**config.mk**
```make
export PLATFORM = sky130hd
export DESIGN_NAME = horiz_sweep_ctrl_flat
export DESIGN_NICKNAME = d
export VERILOG_FILES = /design/src/rtl/horiz_sweep_ctrl_if.sv /design/src/rtl/horiz_sweep_ctrl.sv /design/src/flat_wrapper.sv
export SDC_FILE = /design/constraint.sdc
export NUM_CORES = 1
export LEC_CHECK = 0
export CORE_ASPECT_RATIO = 1.4
export CORE_MARGIN = 4
export CORE_UTILIZATION = 50
export DETAILED_ROUTE_END_ITERATION = 10
export GPL_TIMING_DRIVEN = 0
export PLACE_DENSITY = 0.82
export SLEW_MARGIN = 20
export SYNTH_ARGS = -nofsm -noshare
export SYNTH_HDL_FRONTEND = slang
export SYNTH_SLANG_ARGS = --single-unit
```
**constraint.sdc**
```tcl
create_clock -name CLK -period 5 [get_ports CLK]
set_input_delay 0.5 -clock CLK [delete_from_list [all_inputs] [get_ports CLK]]
set_output_delay 0.5 -clock CLK [all_outputs]
set_load 0.02 [all_outputs]
```
**src/rtl/horiz_sweep_ctrl_if.sv**
```systemverilog
// Handshake bundle between the horizontal sweep sequencer and its
// neighbours: sweep request and light samples in, servo command and
// peak-light results out.
interface horiz_sweep_ctrl_if #(
    parameter int POS_W   = 8,
    parameter int LIGHT_W = 12
);
    logic               START;
    logic               CNT_L;
    logic [LIGHT_W-1:0] LIGHT;
    logic               LIGHT_VALID;
    logic               HS;
    logic [POS_W-1:0]   POS;
    logic [POS_W-1:0]   MAX_POS;
    logic [LIGHT_W-1:0] MAX_LIGHT;
    logic               BUSY;
    logic               DONE;

    // Environment side: requests sweeps and supplies counter flag and light.
    modport master (
        output START, CNT_L, LIGHT, LIGHT_VALID,
        input  HS, POS, MAX_POS, MAX_LIGHT, BUSY, DONE
    );

    // Sequencer side.
    modport slave (
        input  START, CNT_L, LIGHT, LIGHT_VALID,
        output HS, POS, MAX_POS, MAX_LIGHT, BUSY, DONE
    );
endinterface

```
**src/rtl/horiz_sweep_ctrl.sv**
```systemverilog
// Horizontal-axis sweep sequencer for the solar tracker. Homes the servo,
// steps it towards the end stop while tracking the brightest position,
// then returns to that position and holds it.
module horiz_sweep_ctrl #(
    parameter int POS_W    = 8,
    parameter int LIGHT_W  = 12,
    parameter int POS_MIN  = 0,
    parameter int POS_MAX  = 180,
    parameter int STEP_DIV = 100000,
    parameter int SETTLE   = 50000
) (
    input  logic              CLK,
    input  logic              RST_N,
    horiz_sweep_ctrl_if.slave bus
);

    localparam int MAX_DIV = (STEP_DIV > SETTLE) ? STEP_DIV : SETTLE;
    localparam int CNT_W   = $clog2(MAX_DIV + 1);

    localparam logic [CNT_W-1:0] STEP_LAST   = CNT_W'(STEP_DIV - 1);
    localparam logic [CNT_W-1:0] SETTLE_LAST = CNT_W'(SETTLE - 1);
    localparam logic [POS_W-1:0] POS_MIN_V   = POS_W'(POS_MIN);
    localparam logic [POS_W-1:0] POS_MAX_V   = POS_W'(POS_MAX);

    typedef enum logic [2:0] {
        IDLE,
        HOME,
        SWEEP,
        GOTO_MAX,
        HOLD
    } state_t;

    state_t             state;
    logic [CNT_W-1:0]   step_cnt;
    logic [CNT_W-1:0]   settle_cnt;
    logic               seen_cnt;
    logic               hs;
    logic [POS_W-1:0]   pos;
    logic [POS_W-1:0]   max_pos;
    logic [LIGHT_W-1:0] max_light;
    logic               busy;
    logic               done;

    logic               step_wrap;
    logic               light_win;
    logic [POS_W-1:0]   cap_pos;
    logic               sweep_exit;

    // Sweep-cycle decisions: step wrap, new peak, and the exit condition
    // (counter flag fell after being seen, or end stop reached on a wrap).
    always_comb begin
        step_wrap  = (step_cnt == STEP_LAST);
        light_win  = bus.LIGHT_VALID && (bus.LIGHT > max_light);
        cap_pos    = light_win ? pos : max_pos;
        sweep_exit = (seen_cnt && !bus.CNT_L) ||
                     ((pos == POS_MAX_V) && step_wrap);
    end

    // Main sequencer: single registered FSM driving every output.
    always_ff @(posedge CLK or negedge RST_N) begin
        if (!RST_N) begin
            state      <= IDLE;
            step_cnt   <= '0;
            settle_cnt <= '0;
            seen_cnt   <= 1'b0;
            hs         <= 1'b0;
            pos        <= POS_MIN_V;
            max_pos    <= POS_MIN_V;
            max_light  <= '0;
            busy       <= 1'b0;
            done       <= 1'b0;
        end else begin
            done <= 1'b0;
            case (state)
                IDLE, HOLD: begin
                    if (bus.START) begin
                        state      <= HOME;
                        pos        <= POS_MIN_V;
                        max_pos    <= POS_MIN_V;
                        max_light  <= '0;
                        settle_cnt <= '0;
                        busy       <= 1'b1;
                    end
                end
                HOME: begin
                    if (settle_cnt == SETTLE_LAST) begin
                        state    <= SWEEP;
                        hs       <= 1'b1;
                        step_cnt <= '0;
                        seen_cnt <= 1'b0;
                    end else begin
                        settle_cnt <= settle_cnt + CNT_W'(1);
                    end
                end
                SWEEP: begin
                    if (light_win) begin
                        max_light <= bus.LIGHT;
                        max_pos   <= pos;
                    end
                    seen_cnt <= seen_cnt | bus.CNT_L;
                    if (sweep_exit) begin
                        state      <= GOTO_MAX;
                        hs         <= 1'b0;
                        pos        <= cap_pos;
                        settle_cnt <= '0;
                    end else begin
                        step_cnt <= step_wrap ? '0 : step_cnt + CNT_W'(1);
                        if (step_wrap && (pos < POS_MAX_V)) begin
                            pos <= pos + POS_W'(1);
                        end
                    end
                end
                GOTO_MAX: begin
                    if (settle_cnt == SETTLE_LAST) begin
                        state <= HOLD;
                        done  <= 1'b1;
                        busy  <= 1'b0;
                    end else begin
                        settle_cnt <= settle_cnt + CNT_W'(1);
                    end
                end
                default: begin
                    state <= IDLE;
                end
            endcase
        end
    end

    assign bus.HS        = hs;
    assign bus.POS       = pos;
    assign bus.MAX_POS   = max_pos;
    assign bus.MAX_LIGHT = max_light;
    assign bus.BUSY      = busy;
    assign bus.DONE      = done;

endmodule

```
**src/flat_wrapper.sv**
```systemverilog
// flat-port wrapper written by rule: the top's interface ports become plain ports
module horiz_sweep_ctrl_flat 
#(
    parameter int POS_W    = 8,
    parameter int LIGHT_W  = 12,
    parameter int POS_MIN  = 0,
    parameter int POS_MAX  = 180,
    parameter int STEP_DIV = 100000,
    parameter int SETTLE   = 50000
)
  (CLK, RST_N, bus_START, bus_CNT_L, bus_LIGHT, bus_LIGHT_VALID, bus_HS, bus_POS, bus_MAX_POS, bus_MAX_LIGHT, bus_BUSY, bus_DONE);
  horiz_sweep_ctrl_if #(.POS_W(POS_W), .LIGHT_W(LIGHT_W)) bus_i ();
  input  logic CLK;
  input  logic RST_N;
  input wire logic [$bits(bus_i.START)-1:0] bus_START;
  input wire logic [$bits(bus_i.CNT_L)-1:0] bus_CNT_L;
  input wire logic [$bits(bus_i.LIGHT)-1:0] bus_LIGHT;
  input wire logic [$bits(bus_i.LIGHT_VALID)-1:0] bus_LIGHT_VALID;
  output wire logic [$bits(bus_i.HS)-1:0] bus_HS;
  output wire logic [$bits(bus_i.POS)-1:0] bus_POS;
  output wire logic [$bits(bus_i.MAX_POS)-1:0] bus_MAX_POS;
  output wire logic [$bits(bus_i.MAX_LIGHT)-1:0] bus_MAX_LIGHT;
  output wire logic [$bits(bus_i.BUSY)-1:0] bus_BUSY;
  output wire logic [$bits(bus_i.DONE)-1:0] bus_DONE;
  assign bus_i.START = bus_START;
  assign bus_i.CNT_L = bus_CNT_L;
  assign bus_i.LIGHT = bus_LIGHT;
  assign bus_i.LIGHT_VALID = bus_LIGHT_VALID;
  assign bus_HS = bus_i.HS;
  assign bus_POS = bus_i.POS;
  assign bus_MAX_POS = bus_i.MAX_POS;
  assign bus_MAX_LIGHT = bus_i.MAX_LIGHT;
  assign bus_BUSY = bus_i.BUSY;
  assign bus_DONE = bus_i.DONE;
  horiz_sweep_ctrl #(.POS_W(POS_W), .LIGHT_W(LIGHT_W), .POS_MIN(POS_MIN), .POS_MAX(POS_MAX), .STEP_DIV(STEP_DIV), .SETTLE(SETTLE)) u_core (.CLK(CLK), .RST_N(RST_N), .bus(bus_i));
endmodule
```
# Word level (Yosys, flattened, before mapping)
# Cells that the tools add are included.
[word_totals]
out_inout_bits = 31
elab_cells = 84
ff_bits = 69
ramBits = 0
mem_count = 0
in_bits = 17
latch_bits = 0
romBits = 0
[classes]
n_bitwise = 1
addsub = 3
mul = 0
magnitude_cmp = 2
eq_ne = 15
reduce_logical = 22
shifts = 0
div = 0
mux = 31
[ops]
columns = ["operator", "count"]
rows = [
  ["$mux W17", 6],
  ["$pmux W17 S3", 1],
  ["$add A17 B1 Y17 const B", 2],
  ["$pmux W17 S2", 1],
  ["$mux W8", 4],
  ["$pmux W8 S2", 2],
  ["$mux W12", 2],
  ["$pmux W12 S2", 1],
  ["$eq A17 B16 Y1 const B", 1],
  ["$eq A17 B17 Y1 const B", 1],
  ["$reduce_and A3 Y1", 5],
  ["$gt A12 B12 Y1", 1],
  ["$mux W3", 4],
  ["$pmux W3 S4", 1],
  ["$add A8 B1 Y8 const B", 1],
  ["$eq A8 B8 Y1 const B", 1],
  ["$lt A8 B8 Y1 const B", 1],
  ["$ne A2 B1 Y1 const B", 4],
  ["$reduce_and A4 Y1", 2],
  ["$eq A3 B2 Y1 const B", 2],
  ["$mux W1", 6],
  ["$ne A2 B2 Y1 const B", 3],
  ["$pmux W1 S2", 3],
  ["$reduce_bool A2 Y1", 3],
  ["11 further kinds", 16],
]

# Depth between registers and ports, before layout
[logic_depth]
ltp_word = 5
ltp_mapped = 10
depth_no_buf = 8

# Worst setup path after synthesis
# No wires, ideal clock.
[synth_path]
path_kind = "register -> register"
startpoint = "register u_core.max_light[11] (netlist: u_core.bus.MAX_LIGHT[11])"
endpoint = "register u_core.pos[3] (netlist: u_core.bus.POS[3])"
arrival_ps = 2173
slack_ps = 2701
period_less_slack_ps = 2299
stages_incl_launch_ff = 9
setup_ps = 126
required_time_ps = 4874
path_buffers = 0
cell_sequence = "dfrtp_1 > inv_1 > ha_1 > a21oi_1 > o21ai_0 > or3_1 > o21ai_1 > o21ai_0 > a221o_1"
[synth_between]
elab_chain_len = 5
[synth_rtl]
columns = ["item", "line", "text"]
rows = [
  ["from (decl)", "horiz_sweep_ctrl.sv:40", "logic [LIGHT_W-1:0] max_light;"],
  ["from (signal assigned)", "horiz_sweep_ctrl.sv:97", "max_light <= bus.LIGHT;"],
  ["$gt A12 B12 Y1", "horiz_sweep_ctrl.sv:53", "light_win = bus.LIGHT_VALID && (bus.LIGHT > max_light);"],
  ["$logic_and A1 B1 Y1", "horiz_sweep_ctrl.sv:53", ""],
  ["$mux W8 (2 in a row)", "--", ""],
  ["$pmux W8 S2", "--", ""],
  ["to (signal assigned)", "horiz_sweep_ctrl.sv:104", "pos <= cap_pos;"],
  ["to (signal assigned)", "horiz_sweep_ctrl.sv:109", "pos <= pos + POS_W'(1);"],
  ["to (decl)", "horiz_sweep_ctrl.sv:38", "logic [POS_W-1:0] pos;"],
]
# No other way between the ends.
# A chain may end at the register's enable or synchronous reset.

# Worst setup path after layout
[layout_path]
startpoint = "input port bus_LIGHT[11]"
endpoint = "register u_core.pos[3] (netlist: u_core.bus.POS[3])"
[layout_between]
elab_chain_len = 5
[layout_rtl]
columns = ["item", "line", "text"]
rows = [
  ["from (decl)", "flat_wrapper.sv:17", "input wire logic [$bits(bus_i.LIGHT)-1:0] bus_LIGHT;"],
  ["$gt A12 B12 Y1", "horiz_sweep_ctrl.sv:53", ""],
  ["$logic_and A1 B1 Y1", "horiz_sweep_ctrl.sv:53", ""],
  ["$mux W8 (2 in a row)", "--", ""],
  ["$pmux W8 S2", "--", ""],
]
# No other way between the ends.

==> impl_metrics.json <==
{
  "globalRouteMet3Util": 0.04267,
  "finalSetupTns_ps": 0,
  "cts_tree": "yes",
  "pwr-share-comb": 0.107,
  "synth-edff-count": 0,
  "diodes": 0,
  "power_switching_uw": 341.3,
  "synth-seq-cells": 69,
  "io_buffer_count": 47,
  "max_clock_freq_mhz": 364.3,
  "worst_pin_slew_ps": 509.7,
  "route.antenna.remaining_nets": 0,
  "num_rows": 39,
  "maxSlewHeadroom": 0.6579,
  "clk_pin_slew_ps": 50,
  "critPathLaunchType": "input port",
  "intPower_uw": 1001,
  "yosys.area.top_type": "dfrtp_1",
  "grt_max_degree": 36,
  "io_pins": 48,
  "final_cell_mix": "dfrtp_1 (69), o21ai_0 (50), nand2_1 (49)",
  "regArea_um2": 1727,
  "grt_pass1_wl_um": 17510,
  "clock_path_buffers": 2,
  "irDropWorstVdd_v": 0.0001780,
  "netlist_instances": 462,
  "grt.busiest_layer": "met2",
  "fin_skew_ps": 5.831,
  "drc": 0,
  "drt_iter0_drc": 218,
  "clock_sinks": 69,
  "pre_cts_ws_ps": 1920,
  "place_hpwl_um": 7421,
  "syn_nets": 495,
  "dieArea_um2": 9848,
  "track_usage": 0.2200,
  "required_ps": 5220,
  "fillers": 634,
  "maxCapViolCount": 0,
  "final.setup.worst_slack_ps": 2255,
  "drtPass1Iterations": 5,
  "ys.flop_type": "dfrtp_1",
  "via_per_inst": 6.054,
  "grt_setup_unrepaired": "false",
  "rrSetupSlack_ps": 2460,
  "synth_top_area_share": 0.4158,
  "globalRouteMet1Util": 0.2424,
  "fin_cells": 626,
  "clk_latency_ps": 340,
  "post_cts_buffers": 0,
  "post-route-period-util": 0.5490,
  "status": "finished, final reports clean",
  "timing.rr.end": "u_core.bus.POS[3]$_DFFE_PN0P_",
  "htree_levels": 3,
  "setup_viol": 0,
  "syn_avg_cell_area_um2": 8.989,
  "endpoint_kind": "flop",
  "power.share.clock": 0.437,
  "num_vias": 3790,
  "ys_top_cells_by_area": "dfrtp_1 (42%), o21ai_0 (6.0%), ha_1 (4.8%)",
  "postCtsResizedCells": 0,
  "cts-hold-fix-buffers": 0,
  "ys_warn_count": 0,
  "synth.yosys.seq_area_share": 0.4158,
  "leakagePower_uw": 0.002113,
  "power.density_nw_per_um2": 266.6,
  "place_congestion": 0.9101,
  "dp_cells": 612,
  "final_common_cell": "dfrtp_1",
  "sw_frac_of_total": 0.2542,
  "area_delta_synth_final_pct": 21.24,
  "nets": 554,
  "cp.arrival_ps": 2960,
  "initial_core_util": 0.5096,
  "totalWireLength_um": 10220,
  "final_util": 0.6178,
  "multi_input_area_um2": 2140,
  "synthesis.area_um2": 4153,
  "hold_violations": 0,
  "seq_power_share": 0.456,
  "crit_path_max_fanout": 6,
  "holdWs_ps": 106.9,
  "core_um2": 8149,
  "die_h_um": 115.8,
  "synth_cell_types": 64,
  "async_flop_share": 1.000,
  "wl_per_cell_um": 16.33,
  "grt_pass1_vias": 3790,
  "crit_type": "in2reg",
  "worstHoldPathType": "in2async",
  "layout-drive-gt1-share": 0.09160,
  "maxSlewViolCount": 0,
  "ff2ff_path_depth": 8,
  "grt_overflow_total": 0,
  "period_needed_ps": 2745,
  "dieWidth_um": 85.02,
  "use_met2": 0.3926,
  "antenna_found_initial": 0,
  "r2r-start": "u_core.bus.MAX_LIGHT[11]$_DFFE_PN0P_",
  "cts_made_buffers": 9,
  "cts-root-buf": "clkbuf_16"
}
[layout make-up]
type,instances,share of cell area
tap,102,0.02535
sequential,69,0.3429
clock buffer,12,0.05094
timing repair buffer,48,0.09692
inverter,37,0.02758
multi-input combinational,337,0.4249
buffer,19,0.02932
clock inverter,2,0.001988
[critical path, cell delays in order]
cell	delay, ps
clkdlybuf4s50_1	450
ha_1	330
a21oi_1	190
o21ai_0	100
or3_1	390
o21ai_1	440
o21ai_0	230
a221o_1	330
[cell usage after synthesis (3+ instances only)]
master,number
nand4_1,8
nor2b_1,5
xnor2_1,4
clkbuf_1,8
o21ai_0,50
a21oi_1,24
inv_1,37
and2_1,4
nand2b_1,7
nand3_1,39
buf_6,5
o41ai_1,3
o211ai_1,12
a221o_1,3
o22ai_1,3
ha_1,16
o31ai_1,8
and4_1,4
nand2_1,49
nor3_1,4
or4_1,10
o31ai_2,4
nor2_1,22
nor4_1,3
and3_1,8
or3_1,5
dfrtp_1,69
a31oi_1,4
xor2_1,3
[registers in the layout, indices dropped and copies added (netlist names), 3 cells and up]
name / flops
u_core.bus.MAX_LIGHT: 12
u_core.bus.MAX_POS: 8
u_core.bus.POS: 8
u_core.settle_cnt: 17
u_core.state: 3
u_core.step_cnt: 17
[worst max-delay path by stage]
stage | startpoint | slack, ps | cells past startpoint | end
6_report | bus_LIGHT[11] | 2250 | 8 | u_core.bus.POS[3]$_DFFE_PN0P_
5_1_grt | bus_LIGHT[11] | 2090 | 8 | u_core.bus.POS[3]$_DFFE_PN0P_
4_1_cts | bus_LIGHT[11] | 2260 | 8 | u_core.bus.POS[3]$_DFFE_PN0P_
3_5_place_dp | bus_LIGHT[11] | 1920 | 8 | u_core.bus.POS[3]$_DFFE_PN0P_
3_3_place_gp | RST_N | 1130 | 1 | u_core.settle_cnt[9]$_DFFE_PN0P_
2_1_floorplan | u_core.bus.MAX_LIGHT[11]$_DFFE_PN0P_ | 2700 | 8 | u_core.bus.POS[3]$_DFFE_PN0P_
[power by group through the flow]
stage	registers (uW)	logic [uW]	clock network, uW
after global placement	620	138	0
after detailed placement	621	145	0
after CTS	611	146	594
after floorplan	617	88.5	0
after global routing	616	164	617
final	612	144	587
[per-layer routing]
layer / share of wire / wire [um]
met5: 0 / 0
met4: 0.031 / 321
met3: 0.049 / 506
met2: 0.52 / 5366
met1: 0.39 / 4028
[logic make-up (layout without fill, tap and decap cells)]
| family | Yosys count | after routing | share of synthesized area |
|---|---|---|---|
| multiplexers | 2 | 2 | 0.005122 |
| flip-flops | 69 | 69 | 0.4158 |
| adder cells (fa/ha/maj) | 16 | 16 | 0.04821 |
| AO/OA/AOI/OAI | 126 | 126 | 0.1940 |
| buffers and inverters | 56 | 118 | 0.06900 |
| AND/OR/NAND/NOR | 186 | 186 | 0.2531 |
| XOR/XNOR | 7 | 7 | 0.01476 |
[metrics by stage]
step / cell area, um2 / total power (uW)
floorplan: 4153 / 705.5
global placement: 4751 / 757.1
detailed placement: 4768 / 765.9
CTS: 5035 / 1351
global route: 5035 / 1397
finish: 5035 / 1342
No activity file was read; power rests on OpenSTA's default activity.
